`src/rtl/vga_timing_gen.sv`:
```
// 640x480@60 VGA timing generator with built-in test patterns.
// All video outputs are registered together from one (h_cnt, v_cnt) sample.
module vga_timing_gen (
   input  logic       clk_25,
   input  logic       rst,
   input  logic       run,
   input  logic [1:0] pattern_sel,
   output logic       vga_hsync,
   output logic       vga_vsync,
   output logic       vga_vde,
   output logic [3:0] vga_r,
   output logic [3:0] vga_g,
   output logic [3:0] vga_b,
   output logic [9:0] pix_x,
   output logic [9:0] pix_y,
   output logic       frame_start,
   output logic       line_start
);

   localparam logic [9:0] H_ACTIVE = 10'd640;
   localparam logic [9:0] H_FP     = 10'd16;
   localparam logic [9:0] H_SYNC   = 10'd96;
   localparam logic [9:0] H_BP     = 10'd48;
   localparam logic [9:0] H_MAX    = H_ACTIVE + H_FP + H_SYNC + H_BP - 10'd1;
   localparam logic [9:0] HS_FIRST = H_ACTIVE + H_FP;
   localparam logic [9:0] HS_LAST  = H_ACTIVE + H_FP + H_SYNC - 10'd1;

   localparam logic [9:0] V_ACTIVE = 10'd480;
   localparam logic [9:0] V_FP     = 10'd10;
   localparam logic [9:0] V_SYNC   = 10'd2;
   localparam logic [9:0] V_BP     = 10'd33;
   localparam logic [9:0] V_MAX    = V_ACTIVE + V_FP + V_SYNC + V_BP - 10'd1;
   localparam logic [9:0] VS_FIRST = V_ACTIVE + V_FP;
   localparam logic [9:0] VS_LAST  = V_ACTIVE + V_FP + V_SYNC - 10'd1;

   localparam logic [1:0] PAT_BLACK = 2'b00;
   localparam logic [1:0] PAT_BARS  = 2'b01;
   localparam logic [1:0] PAT_WHITE = 2'b10;

   logic [9:0]  h_cnt_q, h_cnt_d;
   logic [9:0]  v_cnt_q, v_cnt_d;
   logic [1:0]  pattern_q, pattern_d;
   logic        hsync_q, hsync_d;
   logic        vsync_q, vsync_d;
   logic        vde_q, vde_d;
   logic [11:0] rgb_q, rgb_d;
   logic [9:0]  pix_x_q, pix_x_d;
   logic [9:0]  pix_y_q, pix_y_d;
   logic        frame_start_q, frame_start_d;
   logic        line_start_q, line_start_d;

   logic        h_wrap;
   logic        v_wrap;
   logic        at_origin;
   logic        in_active;

   function automatic logic [2:0] bar_index(input logic [9:0] x);
      logic [2:0] idx;
      if      (x < 10'd80)  idx = 3'd0;
      else if (x < 10'd160) idx = 3'd1;
      else if (x < 10'd240) idx = 3'd2;
      else if (x < 10'd320) idx = 3'd3;
      else if (x < 10'd400) idx = 3'd4;
      else if (x < 10'd480) idx = 3'd5;
      else if (x < 10'd560) idx = 3'd6;
      else                  idx = 3'd7;
      return idx;
   endfunction

   // One bit per component (r,g,b); each bar is either fully on or off per channel.
   function automatic logic [2:0] bar_mask(input logic [2:0] idx);
      logic [2:0] m;
      case (idx)
         3'd0:    m = 3'b111;
         3'd1:    m = 3'b110;
         3'd2:    m = 3'b011;
         3'd3:    m = 3'b010;
         3'd4:    m = 3'b101;
         3'd5:    m = 3'b100;
         3'd6:    m = 3'b001;
         default: m = 3'b000;
      endcase
      return m;
   endfunction

   function automatic logic [11:0] expand_mask(input logic [2:0] m);
      return {{4{m[2]}}, {4{m[1]}}, {4{m[0]}}};
   endfunction

   function automatic logic [11:0] pixel_rgb(input logic [1:0] pat,
                                             input logic [9:0] x,
                                             input logic [9:0] y);
      logic [11:0] rgb;
      logic        on_grid;
      on_grid = (x[4:0] == 5'd0) || (y[4:0] == 5'd0) ||
                (x == H_ACTIVE - 10'd1) || (y == V_ACTIVE - 10'd1);
      case (pat)
         PAT_BLACK: rgb = 12'h000;
         PAT_BARS:  rgb = expand_mask(bar_mask(bar_index(x)));
         PAT_WHITE: rgb = 12'hFFF;
         default:   rgb = on_grid ? 12'hFFF : 12'h000;
      endcase
      return rgb;
   endfunction

   always_comb begin
      h_wrap    = (h_cnt_q == H_MAX);
      v_wrap    = (v_cnt_q == V_MAX);
      at_origin = (h_cnt_q == 10'd0) && (v_cnt_q == 10'd0);
      in_active = (h_cnt_q < H_ACTIVE) && (v_cnt_q < V_ACTIVE);

      // The (0,0) sample already uses the freshly captured pattern.
      pattern_d = at_origin ? pattern_sel : pattern_q;

      h_cnt_d = 10'd0;
      v_cnt_d = 10'd0;
      if (run) begin
         if (h_wrap) begin
            h_cnt_d = 10'd0;
            v_cnt_d = v_wrap ? 10'd0 : v_cnt_q + 10'd1;
         end else begin
            h_cnt_d = h_cnt_q + 10'd1;
            v_cnt_d = v_cnt_q;
         end
      end

      hsync_d       = 1'b1;
      vsync_d       = 1'b1;
      vde_d         = 1'b0;
      rgb_d         = 12'h000;
      pix_x_d       = 10'd0;
      pix_y_d       = 10'd0;
      frame_start_d = 1'b0;
      line_start_d  = 1'b0;
      if (run) begin
         hsync_d       = !((h_cnt_q >= HS_FIRST) && (h_cnt_q <= HS_LAST));
         vsync_d       = !((v_cnt_q >= VS_FIRST) && (v_cnt_q <= VS_LAST));
         vde_d         = in_active;
         rgb_d         = in_active ? pixel_rgb(pattern_d, h_cnt_q, v_cnt_q) : 12'h000;
         pix_x_d       = h_cnt_q;
         pix_y_d       = v_cnt_q;
         frame_start_d = at_origin;
         line_start_d  = (h_cnt_q == 10'd0);
      end
   end

   always_ff @(posedge clk_25) begin
      if (rst) begin
         h_cnt_q       <= 10'd0;
         v_cnt_q       <= 10'd0;
         pattern_q     <= 2'b00;
         hsync_q       <= 1'b1;
         vsync_q       <= 1'b1;
         vde_q         <= 1'b0;
         rgb_q         <= 12'h000;
         pix_x_q       <= 10'd0;
         pix_y_q       <= 10'd0;
         frame_start_q <= 1'b0;
         line_start_q  <= 1'b0;
      end else begin
         h_cnt_q       <= h_cnt_d;
         v_cnt_q       <= v_cnt_d;
         pattern_q     <= pattern_d;
         hsync_q       <= hsync_d;
         vsync_q       <= vsync_d;
         vde_q         <= vde_d;
         rgb_q         <= rgb_d;
         pix_x_q       <= pix_x_d;
         pix_y_q       <= pix_y_d;
         frame_start_q <= frame_start_d;
         line_start_q  <= line_start_d;
      end
   end

   assign vga_hsync   = hsync_q;
   assign vga_vsync   = vsync_q;
   assign vga_vde     = vde_q;
   assign vga_r       = rgb_q[11:8];
   assign vga_g       = rgb_q[7:4];
   assign vga_b       = rgb_q[3:0];
   assign pix_x       = pix_x_q;
   assign pix_y       = pix_y_q;
   assign frame_start = frame_start_q;
   assign line_start  = line_start_q;

endmodule

```
`config.mk`:
```
export PLATFORM = sky130hd
export DESIGN_NAME = vga_timing_gen
export DESIGN_NICKNAME = d
export VERILOG_FILES = /design/src/rtl/vga_timing_gen.sv
export SDC_FILE = /design/constraint.sdc
export NUM_CORES = 1
export LEC_CHECK = 0
export ABC_AREA = 1
export CAP_MARGIN = 5
export CORE_UTILIZATION = 45
export CTS_BUF_LIST = sky130_fd_sc_hd__clkbuf_8
export DETAILED_ROUTE_END_ITERATION = 7
export PLACE_DENSITY_LB_ADDON = 0.15
export SLEW_MARGIN = 40
export SYNTH_ARGS = -nofsm -noshare
export SYNTH_HDL_FRONTEND = slang
export SYNTH_SLANG_ARGS = --single-unit
```
`constraint.sdc`:
```
create_clock -name clk_25 -period 2 [get_ports clk_25]
set_clock_uncertainty 0.2 [all_clocks]
set_input_delay 0.4 -clock clk_25 [delete_from_list [all_inputs] [get_ports clk_25]]
set_output_delay 0.4 -clock clk_25 [all_outputs]
set_load 0.05 [all_outputs]
```
Word level (Yosys, flattened, before mapping)
Cells that the tools add are included.

Bits in registers: 59. Input port bits: 5. Output and inout port bits: 37. Word-level logic and storage cells: 72.

Bitwise gates (word level): 2. Add/subtract/negate cells: 2. Reductions and logical operators: 18. $lt $le $gt $ge: 13. Equality and inequality tests: 12. Mux-type cells: 14.

Operator list (count): 10-bit by 9-bit less-than comparator with 1-bit output (second input constant) (4); 12-bit case mux with 3 select lines (1); 10-bit equality test (second input constant) (3); 3-bit case mux with 7 select lines (1); 10-bit by 1-bit adder with 10-bit output (second input constant) (2); 10-bit logical NOT (2); 10-bit less-than comparator (second input constant) (2); 10-bit by 8-bit less-than comparator with 1-bit output (second input constant) (2); 3-bit 2-to-1 mux (6); 12-bit 2-to-1 mux (1); 10-bit by 9-bit equality test with 1-bit output (second input constant) (1); 10-bit >= comparator (second input constant) (1); 10-bit by 9-bit >= comparator with 1-bit output (second input constant) (1); 10-bit <= comparator (second input constant) (1); 10-bit by 9-bit <= comparator with 1-bit output (second input constant) (1); 5-bit logical NOT (2); 10-bit by 7-bit less-than comparator with 1-bit output (second input constant) (1); 10-bit 2-to-1 mux (1); 3-bit equality test (second input constant) (3); 3-bit by 2-bit equality test with 1-bit output (second input constant) (2); 2-bit 2-to-1 mux (3); 3-bit OR reduction (2); 1-bit logical AND (4); 3-bit by 1-bit equality test with 1-bit output (second input constant) (1); 9 further kinds (13).

Depth between registers and ports, before layout
Gate-level depths: netlist of run 1.

Word-level depth: 13. Mapped depth: 12.

Least setup slack after synthesis of run 1
No wires, ideal clock.

Path type: register to register. Start: reg v_cnt_q[0]. End: reg rgb_q[3]. Cell stages (with the launch flop): 11. Setup time: 0.070 ns. Path slack: 0.350 ns. Period minus slack after synthesis: 1.650 ns. Data arrival time: 1.380 ns. Cell sequence: dfxtp_1 inv_1 ha_1 nand4_1 nor2_2 nand2_2 nand2_2 nand2_2 nor2_4 nand2_1 a21oi_1.

Longest elaborated chain between the ends: 6. Elaborated cells between the ends (all ways): 17. Classes of those cells: 1 x order compare; 3 x eq/ne; 3 x mux; 1 x bitwise; 9 x reduce/logical.

RTL lines: start: declaration (line 41) `logic [9:0] v_cnt_q, v_cnt_d;`; start signal: assignment (line 162) `v_cnt_q <= v_cnt_d;`; parallel branches: the longest is 6 deep, another holds 10-bit by 9-bit less-than comparator with 1-bit output; end signal: assignment (line 167) `rgb_q <= rgb_d;`; end: declaration (line 46) `logic [11:0] rgb_q, rgb_d;`.

Parallel ways; which one is timed is not known. A chain may end at the register's enable or synchronous reset.

Final worst setup path of run 1
Same ends and word-level chain as after synthesis.

==> results.md, run 1 <==
* Status: completed
* Period utilization at 0.935
* Cells after Synth at 288
* CTS Root Cell: clkbuf_8
* IO Count at 42
* DR vias at 1931
* Power Dens Cells at 678 nW/um2
* Post-layout nets at 335
* Minimum clock period at 1870 ps
* Tightest Pin Transition at 498 ps
* Ant. Diodes at 0
* Num Clock Sinks at 50
* Hold_ws at 277 ps
* Area delta synth->final at 19.3%
* Library cells used by synthesis at 34
* First-pass detailed-route iteration total at 4
* RePlAce Congestion at 0.886
* Post-CTS setup buffer count at 0
* First-pass GRT wire length at 7700 um
* Fillers at 479
* Std cell rows at 25
* Share of post-route cells with drive strength above 1 at 0.239
* Max Fanout on Critical Path at 5
* Gr usage total at 0.191
* Total CTS buffers at 5
* Critical path endpoint category: flop
* DR iter-0 viols at 110
* DP HPWL at 3450 um
* Die footprint at 5240 um2
* Critical Path RT at 2040 ps
* Number of remaining DRC errors at 0
* Final setup vio count at 0
* Clk_lat worst skew at 310 ps
* Hold Fails Final Rpt at 0
* Max H-tree Level at 2
* Avg Inst Size Synth at 7.74 um2
* Post-route ant nets at 0
* Sequential Area at 1000 um2
* Relative slew slack at 0.665
* Core area at 4750 um2
* Die W at 72.4 um
* Clock Tree Buf Depth at 2
* Post_cts resized at 0
* Max Cap Viol at 0
* Worst-path clk slew at 90 ps
* Startpoint Class: flop
* Yosys Warn Count at 0
* Hold buffers post-CTS at 0
* Initial core utilization at 0.469
* Seq/Total Area, Yosys at 0.449
* Hold Path Class: reg2reg
* Drt via density at 4.90
* #FFs+latches synth at 50
* Post-Syn Area at 2230 um2
* Vias in the first global route at 1662
* Average wire per standard cell at 11.8 um
* Die Y at 72.4 um
* Multi-input gate area at 990 um2
* Slew Limit Fails at 0
* Largest net degree at the start of global routing at 27
* Initial antenna violation count at 0
* Detailed-route wire length at 4660 um
* Syn_nets at 297
* Worst EP arrival at 1910 ps
* I/O Buffers at 41
* Final TNS setup at 0 ps
* Fmax at 535 MHz
* CTS tree: done
* Crit Path Class: reg2reg
* Static Leak at 1.16 nW
* Remaining global-route overflow at 0
* VDD IR-drop max at 336 uV
layer usage:
| metal | track usage | share of wire | up-vias |
|---|---|---|---|
| li1 | - | - | 1002 |
| met1 | 0.261 | 0.47 | 861 |
| met4 | 0.0980 | 0.021 | 0 |
| met2 | 0.290 | 0.44 | 61 |
| met5 | 0 | 0 | - |
| met3 | 0.0347 | 0.062 | 7 |
cell families (layout without fill, tap and decap cells):
group	count (synthesis)	in the layout	share of synthesized area
simple gates	145	145	0.316
buf+inv	53	92	0.109
flops	50	50	0.449
compound gates	30	30	0.0797
xor+xnor	6	6	0.0236
fa+ha+maj	4	4	0.0225
stage by stage:
step	setup WS (ps)	util	total power, mW	cells	cell area, um2
after global routing	-2.40	0.559	1.86	394	2660
after global placement	136	0.539	1.22	386	2560
after detailed placement	104	0.539	1.23	386	2560
final	130	0.559	1.80	394	2660
after floorplan	350	-	1.18	288	2230
after CTS	128	0.558	1.82	394	2650
cell usage in the layout (no fill, tap or decap), types with 3 or more instances in the layout:
| cell type | Yosys | final |
|---|---|---|
| a21oi_1 | 12 | 12 |
| nor2_2 | 4 | 5 |
| nor2_4 | 3 | 3 |
| buf_4 | 9 | 40 |
| nand4_1 | 12 | 12 |
| o21ai_0 | 6 | 6 |
| ha_1 | 4 | 3 |
| o211ai_1 | 3 | 3 |
| clkbuf_8 | 0 | 6 |
| dfxtp_1 | 50 | 50 |
| clkdlybuf4s50_1 | 0 | 4 |
| nor2_1 | 46 | 45 |
| nand3_1 | 15 | 15 |
| inv_1 | 31 | 32 |
| nand2_2 | 7 | 7 |
| nand3_2 | 3 | 3 |
| nor3_1 | 7 | 7 |
| inv_2 | 8 | 8 |
| nand2_1 | 43 | 43 |
| xor2_1 | 5 | 5 |
synth_stat cells:
master / instances / share of area
dfxtp_1: 50 / 0.45
nor2_1: 46 / 0.077
nand2_1: 43 / 0.072
inv_1: 31 / 0.052
nand3_1: 15 / 0.034
a21oi_1: 12 / 0.027
nand4_1: 12 / 0.034
buf_4: 9 / 0.030
inv_2: 8 / 0.013
nand2_2: 7 / 0.020
nor3_1: 7 / 0.016
o21ai_0: 6 / 0.013
xor2_1: 5 / 0.020
ha_1: 4 / 0.022
nor2_2: 4 / 0.011
nand3_2: 3 / 0.013
nor2_4: 3 / 0.015
o211ai_1: 3 / 0.010
a2111oi_0: 2 / 0.0079
clkbuf_1: 2 / 0.0034
nor4_1: 2 / 0.0056
o22ai_1: 2 / 0.0056
a211oi_1: 1 / 0.0034
buf_2: 1 / 0.0022
buf_6: 1 / 0.0051
clkinv_2: 1 / 0.0022
nand3_4: 1 / 0.0079
nor3_2: 1 / 0.0045
nor3b_2: 1 / 0.0056
o21a_1: 1 / 0.0034
o21ai_1: 1 / 0.0022
o21bai_1: 1 / 0.0034
o31ai_1: 1 / 0.0034
xnor2_1: 1 / 0.0039
registers in the layout (all words and copies together) (netlist names):
register     count
frame_start      1
v_cnt_q         10
pattern_q        2
vga_vde          1
pix_x           10
vga_hsync        1
h_cnt_q         10
vga_vsync        1
pix_y           10
line_start       1
rgb_q            3
path summary, 6_finish.rpt:
path	from	to	slack, ps	cells past startpoint
setup / recovery	v_cnt_q[0]	rgb_q[3]	130	10
hold / removal	pattern_q[1]	pattern_q[1]	280	2
setup reg to reg	v_cnt_q[0]	rgb_q[3]	130	10
hold reg to reg	pattern_q[1]	pattern_q[1]	280	2
power breakdown:
group | total, mW | internal [mW] | switching, mW
sequential | 1.02 | 1.01 | 0.00869
clock | 0.600 | 0.274 | 0.325
combinational | 0.185 | 0.0560 | 0.129
worst max-delay path, cell delays in order (launching register included):
cell and delay (ps):
dfxtp_1 340, inv_1 160, ha_2 250, nand4_1 150, nor2_2 180, nand2_2 90
nand2_2 80, nand2_2 70, nor2_4 120, nand2_1 60, a21oi_1 110
layout make-up:
type                            count  share of cell area
Inverter                           40              0.0570
Clock inverter                      2             0.00330
Tap cell                           67              0.0315
Multi-Input combinational cell    185               0.372
Timing Repair Buffer               44               0.128
Clock buffer                        6              0.0311
Sequential cell                    50               0.377
(Power assumes the default switching activity.)
==> inputs of run 2 (changes only) <==
Settings changed: SETUP_SLACK_MARGIN set to 0.02, SKIP_CTS_REPAIR_TIMING set to 1.
Clock period 2 ns to 2.3 ns, I/O delays scaled along.
==> run 2 against run 1 <==
Register-to-register slack improved by 290 ps. Largest cell class unchanged. Clock-buffer cell count rose by 2. Design area rose by 3.4%. Worst hold slack improved by 5.2 ps. Clock power fell by 3.7%. Highest routed layer unchanged.
==> results.md, run 2 (synthesis results as in run 1) <==
* DR iter-0 viols at 94 (-15%)
* Worst-path clk slew at 90 ps (about the same)
* Vias in the first global route at 1596 (-4.0%)
* Total CTS buffers at 5 (unchanged)
* Clk_lat worst skew at 300 ps (about the same)
* Switching Power at 0.393 mW (-15%)
* DR vias at 1881 (-2.6%)
* Hold Fails Final Rpt at 0 (unchanged)
* First-pass GRT wire length at 7460 um (-3.1%)
* Fillers at 462 (-3.5%)
* Max H-tree Level at 2 (unchanged)
* Initial antenna violation count at 0 (unchanged)
* Post-route ant nets at 0 (unchanged)
* Critical Path RT at 1640 ps (-400 ps)
* Std cell rows at 25 (unchanged)
* Cell internal pwr at 1.23 mW (-7.9%)
* Average wire per standard cell at 11.5 um (-3.0%)
* Reg-to-Reg Start: v_cnt_q[0]
* Tightest Pin Transition at 501 ps (+2.75 ps)
* Worst Path Buf+Inv at 1 (unchanged)
* Fmax at 464 MHz
* Ant. Diodes at 0 (unchanged)
* Most frequent cells in the layout: dfxtp_1 (50), nor2_1 (46), nand2_1 (43)
* Hold_ws at 282 ps (+5.23 ps)
* VDD IR-drop max at 386 uV (+15%)
* Detailed-route wire length at 4500 um (-3.5%)
* Largest net degree at the start of global routing at 27 (unchanged)
* Period utilization at 0.938
* Share of post-route cells with drive strength above 1 at 0.117 (-0.122)
* Startpoint Class: flop
* Critical Path Stages at 1 (-9)
* CTS tree: done
* Die Y at 72.4 um (unchanged)
* Sequential Area at 1000 um2 (unchanged)
* RePlAce Congestion at 0.862 (-2.7%)
* Number of remaining DRC errors at 0 (unchanged)
* Post-layout nets at 333 (-0.60%)
* Critical path endpoint category: output pin
* Die footprint at 5240 um2 (unchanged)
* Critical Path Start: rgb_q[3]
* Minimum clock period at 2160 ps
* Max Cap Viol at 0 (unchanged)
* Crit-path cells: clkdlybuf4s50_1
* Final TNS setup at 0 ps (unchanged)
* Num Clock Sinks at 50 (unchanged)
* Worst EP arrival at 1500 ps (-410 ps)
* R2r setup slk at 420 ps (+290 ps)
* Remaining global-route overflow at 0 (unchanged)
* Area delta synth->final at 23.4%
* First-pass detailed-route iteration total at 4 (unchanged)
* Combinational Power Share at 0.101 (-0.002)
* Core area at 4750 um2 (unchanged)
* RSZ-0062 raised after global routing: no
* Slew Limit Fails at 0 (unchanged)
* Power Dens Cells at 592 nW/um2 (-13%)
* Crit Path Class: reg2out
* Initial core utilization at 0.469 (unchanged)
* Status: completed
* IO Count at 42 (unchanged)
* Die W at 72.4 um (unchanged)
* Drt via density at 4.80 (-2.1%)
* Clock Tree Buf Depth at 2 (unchanged)
* CTS Root Cell: clkbuf_8
* Seq pwr share at 0.543 (-0.021)
* I/O Buffers at 41 (unchanged)
* Crit path capture: vga_b[2]
* Slowest CP cell: clkdlybuf4s50_1
* Critical path's top delay family: buffers and inverters
* Hold Path Class: reg2reg
* Most common cell after layout, fill and taps aside: dfxtp_1
* Final setup vio count at 0 (unchanged)
* Max Fanout on Critical Path at 4 (-1)
* Gr usage total at 0.186 (-0.00559)
* Multi-input gate area at 985 um2 (-0.51%)
* CP max stage delay at 820 ps (+480 ps)
* DP HPWL at 3300 um (-4.4%)
* Clk pwr share at 0.356 (+0.023)
* Reg2Reg Depth at 10 (unchanged)
* Sw frac at 0.242 (-0.0154)
* Static Leak at 1.09 nW (-6.0%)
* Relative slew slack at 0.665 (about the same)
* R2R Path End: rgb_q[3]
## run 2: cell types whose count changed in the layout (fill, tap and decap cells not counted), sizes merged
cell / delta
clkbuf: +2
inv: -1
buf: -39
clkdlybuf4s50: +37
clkinv: -1
## run 2: worst min-delay path by stage
stage	from	end	slack (ps)	depth (start not counted)
after floorplan	h_cnt_q[0]	h_cnt_q[0]	240	1
after global placement	pattern_q[1]	pattern_q[1]	280	2
after detailed placement	h_cnt_q[0]	h_cnt_q[0]	270	1
after CTS	pattern_q[1]	pattern_q[1]	290	2
after global routing	pattern_q[1]	pattern_q[1]	300	2
final	h_cnt_q[0]	h_cnt_q[0]	280	1
## run 2: stage by stage
step	setup slack, ps	utilization	instance area, um2	power [mW]	cells
2_1_floorplan	650	-	2230	1.03	288
3_3_place_gp	266	0.555	2640	1.07	384
5_1_grt	71.4	0.578	2750	1.70	392
3_5_place_dp	226	0.555	2640	1.07	384
4_1_cts	117	0.578	2750	1.65	392
6_report	143	0.578	2750	1.63	392
## run 2: power groups by stage
stage	Combinational, mW	Clock [mW]	Sequential [mW]
floorplan	0.101	0	0.929
global placement	0.164	0	0.904
detailed placement	0.165	0	0.904
CTS	0.165	0.601	0.884
global route	0.176	0.639	0.885
finish	0.165	0.578	0.883
## run 2: area by class of cell
type	instances	share of cell area
sequential	50	0.364
tap	67	0.0305
clock buffer	8	0.0401
multi-input combinational	185	0.358
inverter	40	0.0551
timing repair buffer	42	0.152
## run 2: per-layer routing
layer | GRT usage | part of all wire | up-vias
met1 | 0.261 | 0.50 | 818
met4 | 0.0763 | 0.013 | 0
met5 | 0 | 0 | -
li1 | - | - | 996
met3 | 0.0472 | 0.058 | 4
met2 | 0.271 | 0.43 | 63
==> edit (settings of run 1) <==
Remove the register `pix_x_q`: a continuous assignment takes its place, so the output `pix_x` follows one clock earlier.
--- a/src/rtl/vga_timing_gen.sv
+++ b/src/rtl/vga_timing_gen.sv
@@ -154,5 +154,4 @@
          vde_q         <= 1'b0;
          rgb_q         <= 12'h000;
-         pix_x_q       <= 10'd0;
          pix_y_q       <= 10'd0;
          frame_start_q <= 1'b0;
@@ -166,5 +165,4 @@
          vde_q         <= vde_d;
          rgb_q         <= rgb_d;
-         pix_x_q       <= pix_x_d;
          pix_y_q       <= pix_y_d;
          frame_start_q <= frame_start_d;
@@ -172,4 +170,6 @@
       end
    end
+
+   assign pix_x_q = pix_x_d;
 
    assign vga_hsync   = hsync_q;
Behaviour: not the same (a bounded check fails within 4 cycles, from zero or initial values and one cycle with rst high).
==> edit against run 1 <==
Synthesized area is 3.4% lower; total power shrank 5.5%; routed wire length down 0.49%; setup slack improved by 61 ps; sequential power down 20%; largest cell class is now multi-input gates; critical path type unchanged; cell area increased by 3.3%; first-iteration DRC count is 25% higher; sequential cell count shrank 10; cell count down 1.0%; critical path depth is the same; sequential share of layout area decreased by 8.3 points.
==> edit: results (changes against run 1) <==
[cts]
cts.htree.levels=2  ; unchanged
path_clk_slew_ps=80
clockBufferDepth=2  ; unchanged
cts-buffers-inserted=5  ; unchanged
clk_latency_ps=290  ; -20 ps
root_buffer=clkbuf_8

[hold_path]
hold_end=h_cnt_q[0]
hold_class=register to register
hp-start=h_cnt_q[0]
min_path_cells=1  ; -1

[place]
place_ws_ps=-0.2094  ; -104.5 ps
dp_cells=381  ; -1.3%
io_buffers=41  ; unchanged
placed_cell_area_um2=2613  ; +2.0%
hpwl_mm=3.469  ; +0.54%
gp_congestion=0.8960  ; +1.1%

[run_status]
status=finished clean

[power_and_ir_drop]
vdd_drop_max_uv=306.4  ; -8.9%
p_leak_nw=1.277  ; +10%

[synth]
syn_avg_cell_area_um2=7.270  ; -6.0%
synth_area_leaders=dfxtp_1 37%, nand2_1 9.6%, nor2_1 7.5%
postSynth.asyncResetShare_pct=0  ; unchanged
syn-num-nets=305  ; +2.7%
synth-main-ff-cell=dfxtp_1
ys_warn_count=0  ; unchanged
synthDistinctLibCells=36  ; +5.9%
seq_area_frac_synth_pct=37.21  ; -7.7 points
synthTopCellsByCount=55 x nand2_1, 43 x nor2_1, 40 x dfxtp_1

[global_route]
grt_pass1_wl_mm=7.797  ; +1.3%
antenna_found_initial=0  ; unchanged
grt_max_degree=14  ; -48%
grt_use_total_pct=19.68  ; +0.54 points
grt_pass1_vias=1700  ; +2.3%

[timing]
worst_slew_pin_slew_ps=504.6  ; +6.374 ps
whs_ps=251.9  ; -25.15 ps
worst_slack_ps=190.7  ; +60.80 ps

[route]
wl_met1_mm=2.221  ; +0.73%
highest-signal-layer=met4
wl_mm=4.639  ; -0.49%
first_pass_iters=6  ; +2
met2_length_mm=2.071  ; about the same
met3_length_um=283  ; -2.4%
vias_per_cell=4.885  ; -0.33%
drtIter0Drc=138  ; +25%

[setup_path]
cp_max_fo=6  ; +1
r2r_cells=10  ; unchanged
worstPathArrival_ps=1830  ; -80 ps
reg2reg_from=v_cnt_q[0]
r2r-end=rgb_q[10]

[layout]
diodes=0  ; unchanged
nNetsFinal=346  ; +3.3%
drive_above_1_share_pct=25.44  ; +1.6 points
fill_cells=409  ; -15%
final_cells=390  ; -1.0%

[edit: cell types whose count changed in the layout (fill, tap and decap cells not counted), moves of 3 or more]
cell | run 1 | this run
buf_12 | 0 | 11
buf_4 | 40 | 34
dfxtp_1 | 50 | 36
dfxtp_2 | 0 | 4
inv_1 | 32 | 39
nand2_1 | 43 | 55
nand2_2 | 7 | 4
nand4_1 | 12 | 8
nor2_4 | 3 | 6
[edit: worst max-delay path, stage by stage (launching register included)]
cell     delay, ps
dfxtp_2        360
inv_1           80
ha_1           200
nand4_1        180
nor2_2         160
nand2_2         80
nand2_2         80
nand2_2         70
nor2_4         120
nand2_1         60
a21oi_1        130
[edit: how the worst max path moves through the flow]
stage | startpoint | cells after the start | endpoint
floorplan | v_cnt_q[0] | 10 | rgb_q[10]
global placement | run | 5 | pix_x[7]
detailed placement | run | 5 | pix_x[7]
CTS | v_cnt_q[0] | 10 | rgb_q[10]
global route | v_cnt_q[0] | 10 | rgb_q[7]
finish | v_cnt_q[0] | 10 | rgb_q[10]
[edit: cells by family after synthesis]
kind of cell    synth area share, %
flops                         37.21
fa+ha+maj                     2.326
xor+xnor                      2.849
simple gates                  36.34
buf+inv                       13.43
compound gates                7.850
[edit: layout make-up]
class                           count  share of cell area, %
Clock buffer                        6                  3.008
Clock inverter                      2                  1.413
Inverter                           47                  6.427
Multi-Input combinational cell    194                  38.70
Sequential cell                    40                  29.35
Tap cell                           52                  2.370
Timing Repair Buffer               49                  18.73
[edit: layer usage]
| metal | up-vias | track usage [%] |
|---|---|---|
| met5 | - | 0 |
| met4 | 0 | 7.556 |
| met3 | 4 | 4.701 |
| met2 | 60 | 29.52 |
| met1 | 827 | 27.27 |
| li1 | 1014 | - |
[edit: per-stage QoR]
stage	total power [mW]	utilization, %
after floorplan	0.9853	-
after global placement	1.034	58.39
after detailed placement	1.035	58.39
after CTS	1.723	61.07
after global routing	1.768	61.35
final	1.702	61.35
[edit: where the power goes]
group          total, mW  internal, mW  switching [mW]
clock              0.686         0.408           0.279
combinational      0.199        0.0652           0.133
sequential         0.818         0.809         0.00848
total               1.70          1.28           0.421
[edit: what timing repair did]
item	CTS	global route
pin swaps	0	2
buffers inserted	0	1
resized for setup	1	4
hold buffers	0	0
endpoints found under the setup margin	8	3
